$ cat config.mk
export PLATFORM = sky130hd
export DESIGN_NAME = dice_roll_unit
export DESIGN_NICKNAME = d
export VERILOG_FILES = /design/src/rtl/dice_pkg.sv /design/src/rtl/key_debounce.sv /design/src/rtl/dice_roll_unit.sv
export SDC_FILE = /design/constraint.sdc
export NUM_CORES = 1
export LEC_CHECK = 0
export CAP_MARGIN = 15
export CORE_ASPECT_RATIO = 1.2
export CORE_MARGIN = 3
export CORE_UTILIZATION = 55
export DETAILED_ROUTE_END_ITERATION = 12
export PLACE_DENSITY = 0.71
export SYNTH_ARGS = -nofsm -noshare
export SYNTH_HDL_FRONTEND = slang
export SYNTH_SLANG_ARGS = --single-unit
$ cat constraint.sdc
create_clock -name clk -period 2.07 [get_ports clk]
set_input_delay 0.5175 -clock clk [delete_from_list [all_inputs] [get_ports clk]]
set_output_delay 0.5175 -clock clk [all_outputs]
set_load 0.01 [all_outputs]
$ cat src/rtl/dice_pkg.sv
// Shared constants for the dice roll unit: FSM encoding, die range,
// LFSR polynomial and the SAMPLE retry bound.
package dice_pkg;

   typedef enum logic [1:0] {
      IDLE   = 2'd0,
      SAMPLE = 2'd1,
      DONE   = 2'd2,
      HOLD   = 2'd3
   } state_t;

   localparam logic [2:0]  DIE_MIN      = 3'd1;
   localparam logic [2:0]  DIE_MAX      = 3'd6;
   // x^16 + x^14 + x^13 + x^11 + 1 -> register bits 15, 13, 12, 10
   localparam logic [15:0] LFSR_TAPS    = 16'hB400;
   localparam int          SAMPLE_LIMIT = 16;

   // One Fibonacci shift: feedback enters at bit 0.
   function automatic logic [15:0] lfsr_next(input logic [15:0] s);
      return {s[14:0], ^(s & LFSR_TAPS)};
   endfunction

   // Next face in the tumble sequence 1,2..6,1.
   function automatic logic [2:0] die_step(input logic [2:0] v);
      return (v >= DIE_MAX) ? DIE_MIN : v + 3'd1;
   endfunction

endpackage

$ cat src/rtl/key_debounce.sv
// Key conditioner: 2-FF synchroniser followed by a stability counter.
// level is active-high "pressed"; pulses are one cycle wide and coincide
// with the cycle in which level changes.
module key_debounce #(
   parameter int DEBOUNCE_CYCLES = 500000
) (
   input  logic clk,
   input  logic rst,
   input  logic key_n,
   output logic level,
   output logic press_pulse,
   output logic release_pulse
);

   localparam int            CW       = $clog2(DEBOUNCE_CYCLES + 1);
   localparam logic [CW-1:0] CNT_LAST = CW'(DEBOUNCE_CYCLES - 1);

   logic [1:0]    sync;
   logic [CW-1:0] cnt;
   logic          sampled;

   // sync[1] is the metastability-safe sample; key_n idles high (released)
   always_ff @(posedge clk) begin
      if (rst) sync <= 2'b11;
      else     sync <= {sync[0], key_n};
   end

   assign sampled = ~sync[1];

   // Count consecutive samples that disagree with the accepted level; any
   // sample agreeing with it again restarts the count.
   always_ff @(posedge clk) begin
      if (rst) begin
         level         <= 1'b0;
         cnt           <= '0;
         press_pulse   <= 1'b0;
         release_pulse <= 1'b0;
      end else begin
         press_pulse   <= 1'b0;
         release_pulse <= 1'b0;
         if (sampled == level) begin
            cnt <= '0;
         end else if (cnt == CNT_LAST) begin
            cnt           <= '0;
            level         <= sampled;
            press_pulse   <= sampled;
            release_pulse <= ~sampled;
         end else begin
            cnt <= cnt + CW'(1);
         end
      end
   end

endmodule

$ cat src/rtl/dice_roll_unit.sv
// Dice roll unit: debounced roll key, free-running LFSR, rejection sampling
// of lfsr[2:0] into a 1..6 result with a one-cycle roll_valid strobe.
// Optional feature macro ROLL_ANIM_EN adds disp_value and the tumble animation.
module dice_roll_unit
   import dice_pkg::*;
#(
   parameter int          DEBOUNCE_CYCLES = 500000,
   parameter logic [15:0] LFSR_SEED       = 16'hACE1
`ifdef ROLL_ANIM_EN
   ,
   parameter int          ANIM_DIV        = 2500000
`endif
) (
   input  logic       clk,
   input  logic       rst,
   input  logic       key_n,
   input  logic       roll_en,
   output logic [2:0] roll_value,
   output logic       roll_valid,
   output logic       busy,
`ifdef ROLL_ANIM_EN
   output logic [2:0] disp_value,
`endif
   output logic [7:0] roll_count
);

   state_t      state;
   logic [15:0] lfsr;
   logic [2:0]  cand;
   logic        cand_ok;
   logic [3:0]  sample_cnt;
   logic        take;
   logic [2:0]  take_value;
   logic        rel_seen;
   logic        pressed_lvl;
   logic        press_pulse;
   logic        release_pulse;

   key_debounce #(
      .DEBOUNCE_CYCLES(DEBOUNCE_CYCLES)
   ) u_key (
      .clk          (clk),
      .rst          (rst),
      .key_n        (key_n),
      .level        (pressed_lvl),
      .press_pulse  (press_pulse),
      .release_pulse(release_pulse)
   );

   // Free-running source; timing of the human press supplies the entropy
   always_ff @(posedge clk) begin
      if (rst) lfsr <= LFSR_SEED;
      else     lfsr <= lfsr_next(lfsr);
   end

   assign cand       = lfsr[2:0];
   assign cand_ok    = (cand >= DIE_MIN) && (cand <= DIE_MAX);
   // Accept a valid candidate, or fall back to 1 once the retry budget is spent
   assign take       = (state == SAMPLE) &&
                       (cand_ok || (sample_cnt == 4'(SAMPLE_LIMIT - 1)));
   assign take_value = cand_ok ? cand : DIE_MIN;
   assign busy       = (state != IDLE);

   // Roll FSM; roll_valid is raised on entry to DONE so it is high exactly there
   always_ff @(posedge clk) begin
      if (rst) begin
         state      <= IDLE;
         roll_value <= 3'd0;
         roll_valid <= 1'b0;
         roll_count <= 8'd0;
         sample_cnt <= 4'd0;
         rel_seen   <= 1'b0;
      end else begin
         roll_valid <= 1'b0;
         case (state)
            IDLE: begin
               sample_cnt <= 4'd0;
               rel_seen   <= 1'b0;
               // A press while rolls are disabled is swallowed: it must be released first
               if (press_pulse) state <= roll_en ? SAMPLE : HOLD;
            end
            SAMPLE: begin
               if (release_pulse) rel_seen <= 1'b1;
               if (take) begin
                  roll_value <= take_value;
                  roll_count <= roll_count + 8'd1;
                  roll_valid <= 1'b1;
                  state      <= DONE;
               end else begin
                  sample_cnt <= sample_cnt + 4'd1;
               end
            end
            DONE: begin
               if (release_pulse) rel_seen <= 1'b1;
               state <= HOLD;
            end
            HOLD: begin
               // Released level also covers a release that happens while in HOLD
               if (rel_seen || !pressed_lvl) state <= IDLE;
            end
            default: state <= IDLE;
         endcase
      end
   end

`ifdef ROLL_ANIM_EN
   localparam int AW = (ANIM_DIV > 1) ? $clog2(ANIM_DIV) : 1;
   localparam logic [AW-1:0] ANIM_LAST = AW'(ANIM_DIV - 1);

   logic          anim_armed;
   logic [2:0]    anim_val;
   logic [AW-1:0] anim_cnt;

   // Tumble starts from the fresh result and advances every ANIM_DIV cycles in HOLD
   always_ff @(posedge clk) begin
      if (rst) begin
         anim_armed <= 1'b0;
         anim_val   <= 3'd0;
         anim_cnt   <= '0;
      end else if (take) begin
         anim_armed <= 1'b1;
         anim_val   <= take_value;
         anim_cnt   <= '0;
      end else if ((state == HOLD) && anim_armed) begin
         if (anim_cnt == ANIM_LAST) begin
            anim_cnt <= '0;
            anim_val <= die_step(anim_val);
         end else begin
            anim_cnt <= anim_cnt + AW'(1);
         end
      end else if (state == IDLE) begin
         anim_armed <= 1'b0;
      end
   end

   assign disp_value = ((state == HOLD) && anim_armed) ? anim_val : roll_value;
`endif

endmodule
After elaboration in Yosys (flattened, before gate mapping)
Cells that the tools add are included.
Storage, ports and cells
  ROM bits: 0
  bits in registers: 59
  logic and storage cells: 62
  bits in writable memories: 0
  output and inout port bits: 13
  bits in latches: 0
  memories kept: 0
  bits of input ports: 4
Operators by class
  equality and inequality tests: 11
  bitwise gates (word level): 4
  shifts and indexed selects: 0
  multiply operators: 0
  mux-type cells: 11
  divide/modulo/power cells: 0
  $lt $le $gt $ge: 2
  add/sub/neg operators: 3
  reduce and logical (&&, ||, !) cells: 19
Operators by type and width (count)
  19-bit by 1-bit adder with 19-bit output (second input constant): 1
  19-bit equality test (second input constant): 1
  16-bit parity: 1
  8-bit by 1-bit adder with 8-bit output (second input constant): 1
  2-bit 2-to-1 mux: 4
  2-bit one-hot mux with 4 select lines: 1
  4-bit one-hot mux with 2 select lines: 1
  2-bit AND reduction: 4
  2-bit != test (second input constant): 3
  2-bit nonzero test: 3
  3-bit OR reduction: 2
  4-bit by 1-bit adder with 4-bit output (second input constant): 1
  2-bit equality test (second input constant): 2
  4-bit equality test (second input constant): 1
  4-bit 2-to-1 mux: 1
  2-bit by 1-bit != test with 1-bit output (second input constant): 2
  1-bit NOT: 4
  2-bit OR reduction: 2
  3-bit by 1-bit greater-or-equal comparator with 1-bit output (second input constant): 1
  3-bit less-or-equal comparator (second input constant): 1
  3-bit 2-to-1 mux: 1
  3-bit AND reduction: 1
  2-bit by 1-bit equality test with 1-bit output (second input constant): 1
  1-bit logical AND: 2
  6 further kinds: 8

Logic depth before layout (Yosys ltp)
Gate-level depths: netlist of the first run.
  word-level depth: 6
  gate-level depth with buffers: 8

Hierarchy
A second synthesis of the first run with hierarchy kept.
Second synthesis, totals
  cell total of the unflattened synthesis: 264
  area, all modules: 2499.9 µm²
By module, submodules not included
  dice_roll_unit: seq. area each 700.7 µm², area each 1443.9 µm², cells an instance 147, times used 1
  key_debounce: seq. area each 480.5 µm², area each 1056.0 µm², cells an instance 117, times used 1

Worst setup path before layout of the first run
No wires, ideal clock.
  path type: reg2reg
  start point: reg state[1]
  end point: reg roll_count[3]
  stages on the path, launching flop included: 8
  data arrival time: 1.652 ns
  path slack: 0.298 ns
  path buffers: 2
  library setup time: 0.121 ns
  clock period less this slack: 1.772 ns
  required time: 1.949 ns
  cell sequence: dfxtp_1 > inv_1 > ha_1 > clkbuf_1 > nand4_1 > clkbuf_1 > a21oi_1 > mux2_2
On the way
  longest elaborated chain between the ends: 3
RTL lines
  from (decl): line dice_roll_unit.sv:27  | state_t state;
  from (signal assigned): line dice_roll_unit.sv:80  | if (press_pulse) state <= roll_en ? SAMPLE : HOLD;
  2-bit by 1-bit equality test with 1-bit output (*): line dice_roll_unit.sv:59, dice_roll_unit.sv:75
  1-bit logical AND: line dice_roll_unit.sv:59  | assign take = (state == SAMPLE) &&
  2-bit AND reduction (no source line) (*)
  to (signal assigned): line dice_roll_unit.sv:86  | roll_count <= roll_count + 8'd1;
  to (decl): line dice_roll_unit.sv:24  | output logic [7:0] roll_count
Every way passes the cells marked *; elsewhere a longest branch is shown, timed or not.
A chain may end at the register's enable or synchronous reset.

Worst setup path after layout of the first run
  start point: reg state[0]
  end point: out busy
On the way
  longest elaborated chain between the ends: 1
RTL lines
  2-bit nonzero test: line dice_roll_unit.sv:62  | assign busy = (state != IDLE);
  to (decl): line dice_roll_unit.sv:20  | output logic busy,
No other way between the ends.

==> qor.yml, run 1 <==
timing:
  min_period_ns: 1.95
  hold_violations: 0
  rsz0062_at_grt: "no"
  clock_skew_ns: 0.00571
  drv_slew: 0
  maxSlewHeadroom: 0.656
  finalCritPeriodShare: 0.942
  fmax_mhz: 513
  max_slew.worst_pin.slew_ns: 0.512
  tns_ns: 0
  setup_viol: 0
  setup_ws_ns: 0.119
power:
  peakVddDrop_uv: 545
  p_per_area_nw_per_um2: 869
  p_total_mw: 2.60
  leakage_nw: 1.04
worst_setup_path:
  endpoint_kind: "primary output"
  crit_arrival_ns: 1.43
  required_ns: 1.55
  r2r_setup_slack_ns: 0.27
  cp_slowest_stage_delay_ns: 0.37
  crit_chain: "inv_1 > ha_1 > inv_1 > dlygate4sd2_1"
  path_common_cell: "inv_1"
  cp_max_fo: 4
  r2r_cells: 5
  r2r-end: "u_key.cnt[18]"
  cp_slowest_cell: "dfxtp_1"
  crit_end: "busy"
  start_kind: "flop"
  r2r_start: "u_key.cnt[0]"
  worst-setup-path-type: "flop to primary output"
  crit_start: "state[0]"
final_layout:
  final_layout_size_suffix_gt1_frac: 0.159
  finalNetCount: 316
  antenna_cells_inserted: 0
  area_delta_synth_final_pct: 18.6
  final_cell_count_no_fill: 365
  design_area_sq_um: 3000
global_routing:
  globalRoute.totalOverflow: 0
  grt_pass1_wl_mm: 7.57
  grt_start_max_net_pins: 36
  grt_pass1_vias: 1794
  grt_antenna_before_repair: 0
  grtUsageTotal: 0.188
route:
  vias: 1930
  ant_nets: 0
  drc: 0
  drtIter0Drc: 80
  finalWirelength_mm: 4.39
  dr.pass1.iters: 4
  wire_per_inst_um: 12.0
  vias_per_cell: 5.29
clocking:
  ctsHoldBuffers: 0
  path_clk_slew_ns: 0.06
  cts_root_buf: "clkbuf_8"
  cts_sinks: 59
  cts_tree: "built"
  clk_latency_ns: 0.33
  htreeDepth: 3
  cts-buffers-inserted: 9
  cts_buffer_depth: 2
place:
  place_ws_ns: 0.160
  dpl.hpwl_mm: 3.14
  portBuffers: 16
  finalWeightedCongestion: 0.758
  dp.cells: 349
  placed_area_sq_um: 2820
worst_hold_path:
  hp-class: "flop to flop"
die:
  die_area_sq_um: 5450
  core_area_sq_um: 4360
  start_util: 0.580
  io-pin-count: 17
  fp-row-count: 26
  fp.dieH_um: 80.2
  die_x_um: 67.9
synth:
  synth.avg_cell_area_sq_um: 9.19
  yosys_warnings: 0
  synth_area_sq_um: 2530
  synth.distinct_cells: 38
  ys_seq_area_frac: 0.468
  syn_nets: 287
  ys_ff_latch: 59
  synthCells: 275
status:
  status: "finished clean"
job:
  cap_violations: 0
==> how the worst min path moves through the flow <==
stage | to | start | slack [ns] | cells past startpoint
finish | lfsr[5] | lfsr[4] | 0.41 | 1
global route | u_key.sync[1] | u_key.sync[0] | 0.42 | 1
CTS | lfsr[15] | lfsr[14] | 0.41 | 1
detailed placement | lfsr[15] | lfsr[14] | 0.40 | 1
global placement | u_key.sync[1] | u_key.sync[0] | 0.39 | 1
floorplan | lfsr[10] | lfsr[9] | 0.39 | 1
==> final cells by class <==
type                       instances  area, sq um
clock buffer                      14          163
timing repair buffer              27          254
inverter                           9         33.8
clock inverter                     2         10.0
sequential                        59         1180
tap                               56         70.1
multi-input combinational        198         1280
fill                             344         1360
==> placed cells by master (no fill, tap or decap), types with 4 or more instances in the layout <==
master / n
clkdlybuf4s50_1: 15
xor2_1: 5
nand3_1: 16
nor3_1: 9
mux2_2: 7
nor2_1: 29
dfxtp_1: 59
nand4_1: 5
a21oi_1: 15
a211oi_1: 4
nor4_1: 6
or2_2: 10
and3_1: 4
nand2_1: 13
ha_1: 8
buf_4: 10
clkbuf_8: 11
o21ai_0: 10
xnor2_1: 13
inv_1: 9
nor2b_1: 15
==> logic make-up (layout without fill, tap and decap cells) <==
family / Yosys count / in the layout / synth area share
simple gates: 128 / 128 / 0.281
buf+inv: 18 / 52 / 0.0272
mux: 8 / 8 / 0.0352
compound gates: 36 / 36 / 0.0867
flops: 59 / 59 / 0.468
xor+xnor: 18 / 18 / 0.0624
fa+ha+maj: 8 / 8 / 0.0396
==> critical path: cells and delay by family (launching register included) <==
family	cells	cell delay, ns
adder cells (fa/ha/maj)	1	0.24
buffers and inverters	3	0.49
flip-flops	1	0.37
==> per-layer routing <==
| metal | wire length, um | GRT usage | vias up |
|---|---|---|---|
| li1 | - | - | 1013 |
| met1 | 1970 | 0.205 | 876 |
| met2 | 2120 | 0.306 | 28 |
| met3 | 126 | 0.0545 | 13 |
| met4 | 175 | 0.131 | 0 |
| met5 | 0 | 0 | - |
==> Yosys cell counts (all sizes together) <==
cell,instances,area (sq um)
o41ai,1,8.76
or2,10,62.6
o31ai,2,15.0
inv,9,33.8
clkbuf,8,30.0
a221oi,1,15.0
and3,4,25.0
nor2b,15,93.8
nor4,6,37.5
or3,3,18.8
nand3,19,118
a211oi,4,30.0
buf,1,5.00
mux2i,1,10.0
dfxtp,59,1180
ha,8,100
a21boi,1,7.51
nor4b,3,26.3
and2,3,18.8
o21ai,11,58.8
nand2b,3,18.8
xor2,5,43.8
nand4,6,43.8
a31o,1,8.76
nor3,9,45.0
nor2,29,109
a21oi,15,75.1
or4,3,26.3
nand4bb,1,11.3
mux2,7,78.8
xnor2,13,114
nand3b,1,7.51
nand2,13,48.8
==> power by group <==
group          switching, mW  total (mW)  internal [mW]  leakage, nW
combinational          0.257       0.453          0.196        0.467
sequential            0.0447        1.24           1.20        0.481
clock                  0.412       0.909          0.497       0.0905
==> through the flow <==
stage	hold WS (ns)	utilization
floorplan	0.389	-
global placement	0.391	0.646
detailed placement	0.398	0.646
CTS	0.409	0.685
global route	0.423	0.687
finish	0.407	0.687
==> timing repair <==
item / CTS / global route
gates resized for setup: 1 / 1
setup buffers: 0 / 0
endpoints found under the setup margin: 1 / 5
==> flip-flops by register name, indices dropped and copies added, names as in the netlist <==
| register | cells |
|---|---|
| lfsr | 16 |
| rel_seen | 1 |
| roll_count | 8 |
| roll_valid | 1 |
| roll_value | 3 |
| sample_cnt | 4 |
| state | 2 |
| u_key.cnt | 19 |
| u_key.level | 1 |
| u_key.press_pulse | 1 |
| u_key.release_pulse | 1 |
| u_key.sync | 2 |
(Power assumes the default switching activity.)
==> inputs of run 2 (changes only) <==
--- a/config.mk
+++ b/config.mk
@@ -10,6 +10,7 @@
 export CORE_MARGIN = 3
 export CORE_UTILIZATION = 55
 export DETAILED_ROUTE_END_ITERATION = 12
+export GPL_ROUTABILITY_DRIVEN = 1
 export PLACE_DENSITY = 0.71
 export SYNTH_ARGS = -nofsm -noshare
 export SYNTH_HDL_FRONTEND = slang
==> results of run 2 <==
No change in the layout: final DEF, timing and power equal those of run 1.
==> inputs of run 3 (changes only) <==
--- a/config.mk
+++ b/config.mk
@@ -9,9 +9,11 @@
 export CORE_ASPECT_RATIO = 1.2
 export CORE_MARGIN = 3
 export CORE_UTILIZATION = 55
+export CTS_CLUSTER_DIAMETER = 150
 export DETAILED_ROUTE_END_ITERATION = 12
 export GPL_ROUTABILITY_DRIVEN = 1
 export PLACE_DENSITY = 0.71
+export REMOVE_ABC_BUFFERS = 1
 export SYNTH_ARGS = -nofsm -noshare
 export SYNTH_HDL_FRONTEND = slang
 export SYNTH_SLANG_ARGS = --single-unit
==> run 3 against run 2 <==
  * Global-route usage increased by 0.92 points
  * Count of clock-buffer cells in the layout decreased by 2
  * Die area did not move
  * Routed wire length is 6.0% higher
  * Non-clock buffer count down 3
  * Sequential share of layout area is 0.066 points lower
  * Register-to-register slack worse by 0.08 ns
  * Cell count fell by 1.4%
  * Setup slack gained 0.011 ns
  * Total power increased by 4.8%
  * Hold slack gained 0.0057 ns
  * Combinational power down 0.9%
  * Highest routed layer unchanged
==> qor.yml, run 3 (same netlist as run 1, synthesis figures left out) <==
place:
  placed_area_sq_um: 2790  # -0.80%
  portBuffers: 16  # unchanged
  dpl.hpwl_mm: 3.22  # +2.4%
  finalWeightedCongestion: 0.779  # +2.8%
die:
  io-pin-count: 17  # unchanged
  core_area_sq_um: 4360  # unchanged
  die_area_sq_um: 5450  # unchanged
  fp-row-count: 26  # unchanged
  start_util: 0.580  # unchanged
  die_x_um: 67.9  # unchanged
  fp.dieH_um: 80.2  # unchanged
clocking:
  htreeDepth: 3  # unchanged
  cts_buffer_depth: 2  # unchanged
  cts_tree: "built"
  cts-buffers-inserted: 9  # unchanged
  clk_latency_ns: 0.33  # about the same
  ctsHoldBuffers: 0  # unchanged
  postCtsSetupBuffers: 0  # unchanged
  cts_root_buf: "clkbuf_8"
  cts_sinks: 59  # unchanged
  path_clk_slew_ns: 0.06  # about the same
worst_setup_path:
  start_kind: "flop"
  cp_max_fo: 4  # unchanged
  endpoint_kind: "primary output"
  cp_slowest_cell: "dfxtp_1"
  cp_slowest_stage_delay_ns: 0.37  # about the same
  path_common_cell: "inv_1"
  worst-setup-path-type: "flop to primary output"
  crit_chain: "inv_1 > ha_1 > inv_1 > dlygate4sd2_1"
  crit_arrival_ns: 1.42  # about the same
  required_ns: 1.55  # about the same
  path_buf_inv: 3  # unchanged
  cp_top_family: "buffers and inverters"
worst_hold_path:
  hp-class: "flop to flop"
timing:
  clock_skew_ns: 0.00771  # +0.00201 ns
  finalCritPeriodShare: 0.937  # -0.00550
  rsz0062_at_grt: "no"
  max_slew.worst_pin.slew_ns: 0.598  # +0.0869 ns
  fmax_mhz: 516  # +0.59%
  maxSlewHeadroom: 0.597  # -0.0585
  drv_slew: 0  # unchanged
  hold_violations: 0  # unchanged
  tns_ns: 0  # unchanged
  min_period_ns: 1.94  # -0.0114 ns
  setup_viol: 0  # unchanged
global_routing:
  grt_pass1_vias: 1827  # +1.8%
  grtUsageTotal: 0.197  # +0.00915
  grt_antenna_before_repair: 0  # unchanged
  grt_start_max_net_pins: 39  # +8.3%
  grt_pass1_wl_mm: 8.07  # +6.6%
  globalRoute.totalOverflow: 0  # unchanged
final_layout:
  area_delta_synth_final_pct: 18.8
  antenna_cells_inserted: 0  # unchanged
  mostFrequentLayoutCells: "59 x dfxtp_1, 29 x nor2_1, 16 x nand3_1"
  finalNetCount: 313  # -0.95%
  largest_reg_flops: 19  # unchanged
  design_area_sq_um: 3000  # +0.17%
  largestRegisters: "u_key.cnt (19), lfsr (16), roll_count (8)"
  nFillCells: 367  # +6.7%
  final_layout_size_suffix_gt1_frac: 0.155  # -0.00397
  top_register: "u_key.cnt"
  layout_commonest_cell: "dfxtp_1"
power:
  power_frac_clock: 0.381  # +0.032
  leakage_nw: 1.04  # about the same
  p_per_area_nw_per_um2: 910  # +4.6%
  p_total_mw: 2.73  # +4.8%
  peakVddDrop_uv: 606  # +11%
  combPwrFrac: 0.164  # -0.010
  swShare: 0.258  # -0.0160
  p_switching_mw: 0.704  # -1.3%
  pwr-share-seq: 0.455  # -0.022
  internal_power_mw: 2.02  # +7.1%
job:
  cap_violations: 0  # unchanged
route:
  finalWirelength_mm: 4.66  # +6.0%
  drc: 0  # unchanged
  wire_per_inst_um: 12.9  # +7.5%
  dr.pass1.iters: 4  # unchanged
  drtIter0Drc: 99  # +24%
  vias_per_cell: 5.41  # +2.2%
  vias: 1946  # +0.83%
  ant_nets: 0  # unchanged
status:
  status: "finished clean"
[run 3: changes by cell type in the layout (fill, tap and decap cells not counted), sizes merged]
cell    previous run  this run
buf               11         8
bufinv             0         1
clkinv             2         1
clkbuf            14        12
[run 3: layout make-up]
cell class | instances | area (sq um) | area share
clock inverter | 2 | 35.0 | 0.0117
sequential | 59 | 1180 | 0.394
timing repair buffer | 24 | 231 | 0.0771
inverter | 9 | 33.8 | 0.0113
clock buffer | 12 | 165 | 0.0550
multi-input combinational | 198 | 1280 | 0.428
tap | 56 | 70.1 | 0.0234
[run 3: path summary, 6_finish.rpt]
kind	from	endpoint	slack [ns]	cells past startpoint
worst min register to register	u_key.sync[0]	u_key.sync[1]	0.41	1
worst max-delay path	state[1]	busy	0.13	4
worst min-delay path	u_key.sync[0]	u_key.sync[1]	0.41	1
worst max register to register	state[1]	roll_count[3]	0.19	6
[run 3: worst reg2reg max path, cell delays in order (launching register included)]
cell and delay (ns):
dfxtp_1 0.34, inv_1 0.13, ha_1 0.32, nand4_1 0.24, buf_4 0.22, a21oi_1 0.18
mux2_2 0.35
[run 3: power by group through the flow]
| stage | Sequential (mW) | Combinational (mW) | Clock [mW] |
|---|---|---|---|
| 5_1_grt | 1.25 | 0.515 | 1.11 |
| 2_1_floorplan | 1.26 | 0.286 | 0 |
| 3_3_place_gp | 1.26 | 0.449 | 0 |
| 6_report | 1.24 | 0.449 | 1.04 |
| 4_1_cts | 1.24 | 0.455 | 1.06 |
| 3_5_place_dp | 1.27 | 0.462 | 0 |
[run 3: repair_timing]
item / CTS / global route
gates cloned: 0 / 0
resized for setup: 1 / 1
setup endpoints to repair: 1 / 16
[run 3: stage by stage]
stage / instances / setup slack (ns) / hold slack (ns) / utilization
after floorplan: 266 / 0.264 / 0.389 / -
after global placement: 346 / 0.223 / 0.392 / 0.641
after detailed placement: 346 / 0.144 / 0.393 / 0.641
after CTS: 360 / 0.0807 / 0.407 / 0.687
after global routing: 360 / 0.0201 / 0.423 / 0.688
final: 360 / 0.130 / 0.412 / 0.688
[run 3: routing by layer]
layer	share of wire	track usage	vias up
li1	-	-	1004
met1	0.43	0.227	897
met2	0.50	0.327	33
met3	0.036	0.0517	12
met4	0.029	0.105	0
met5	0	0	-
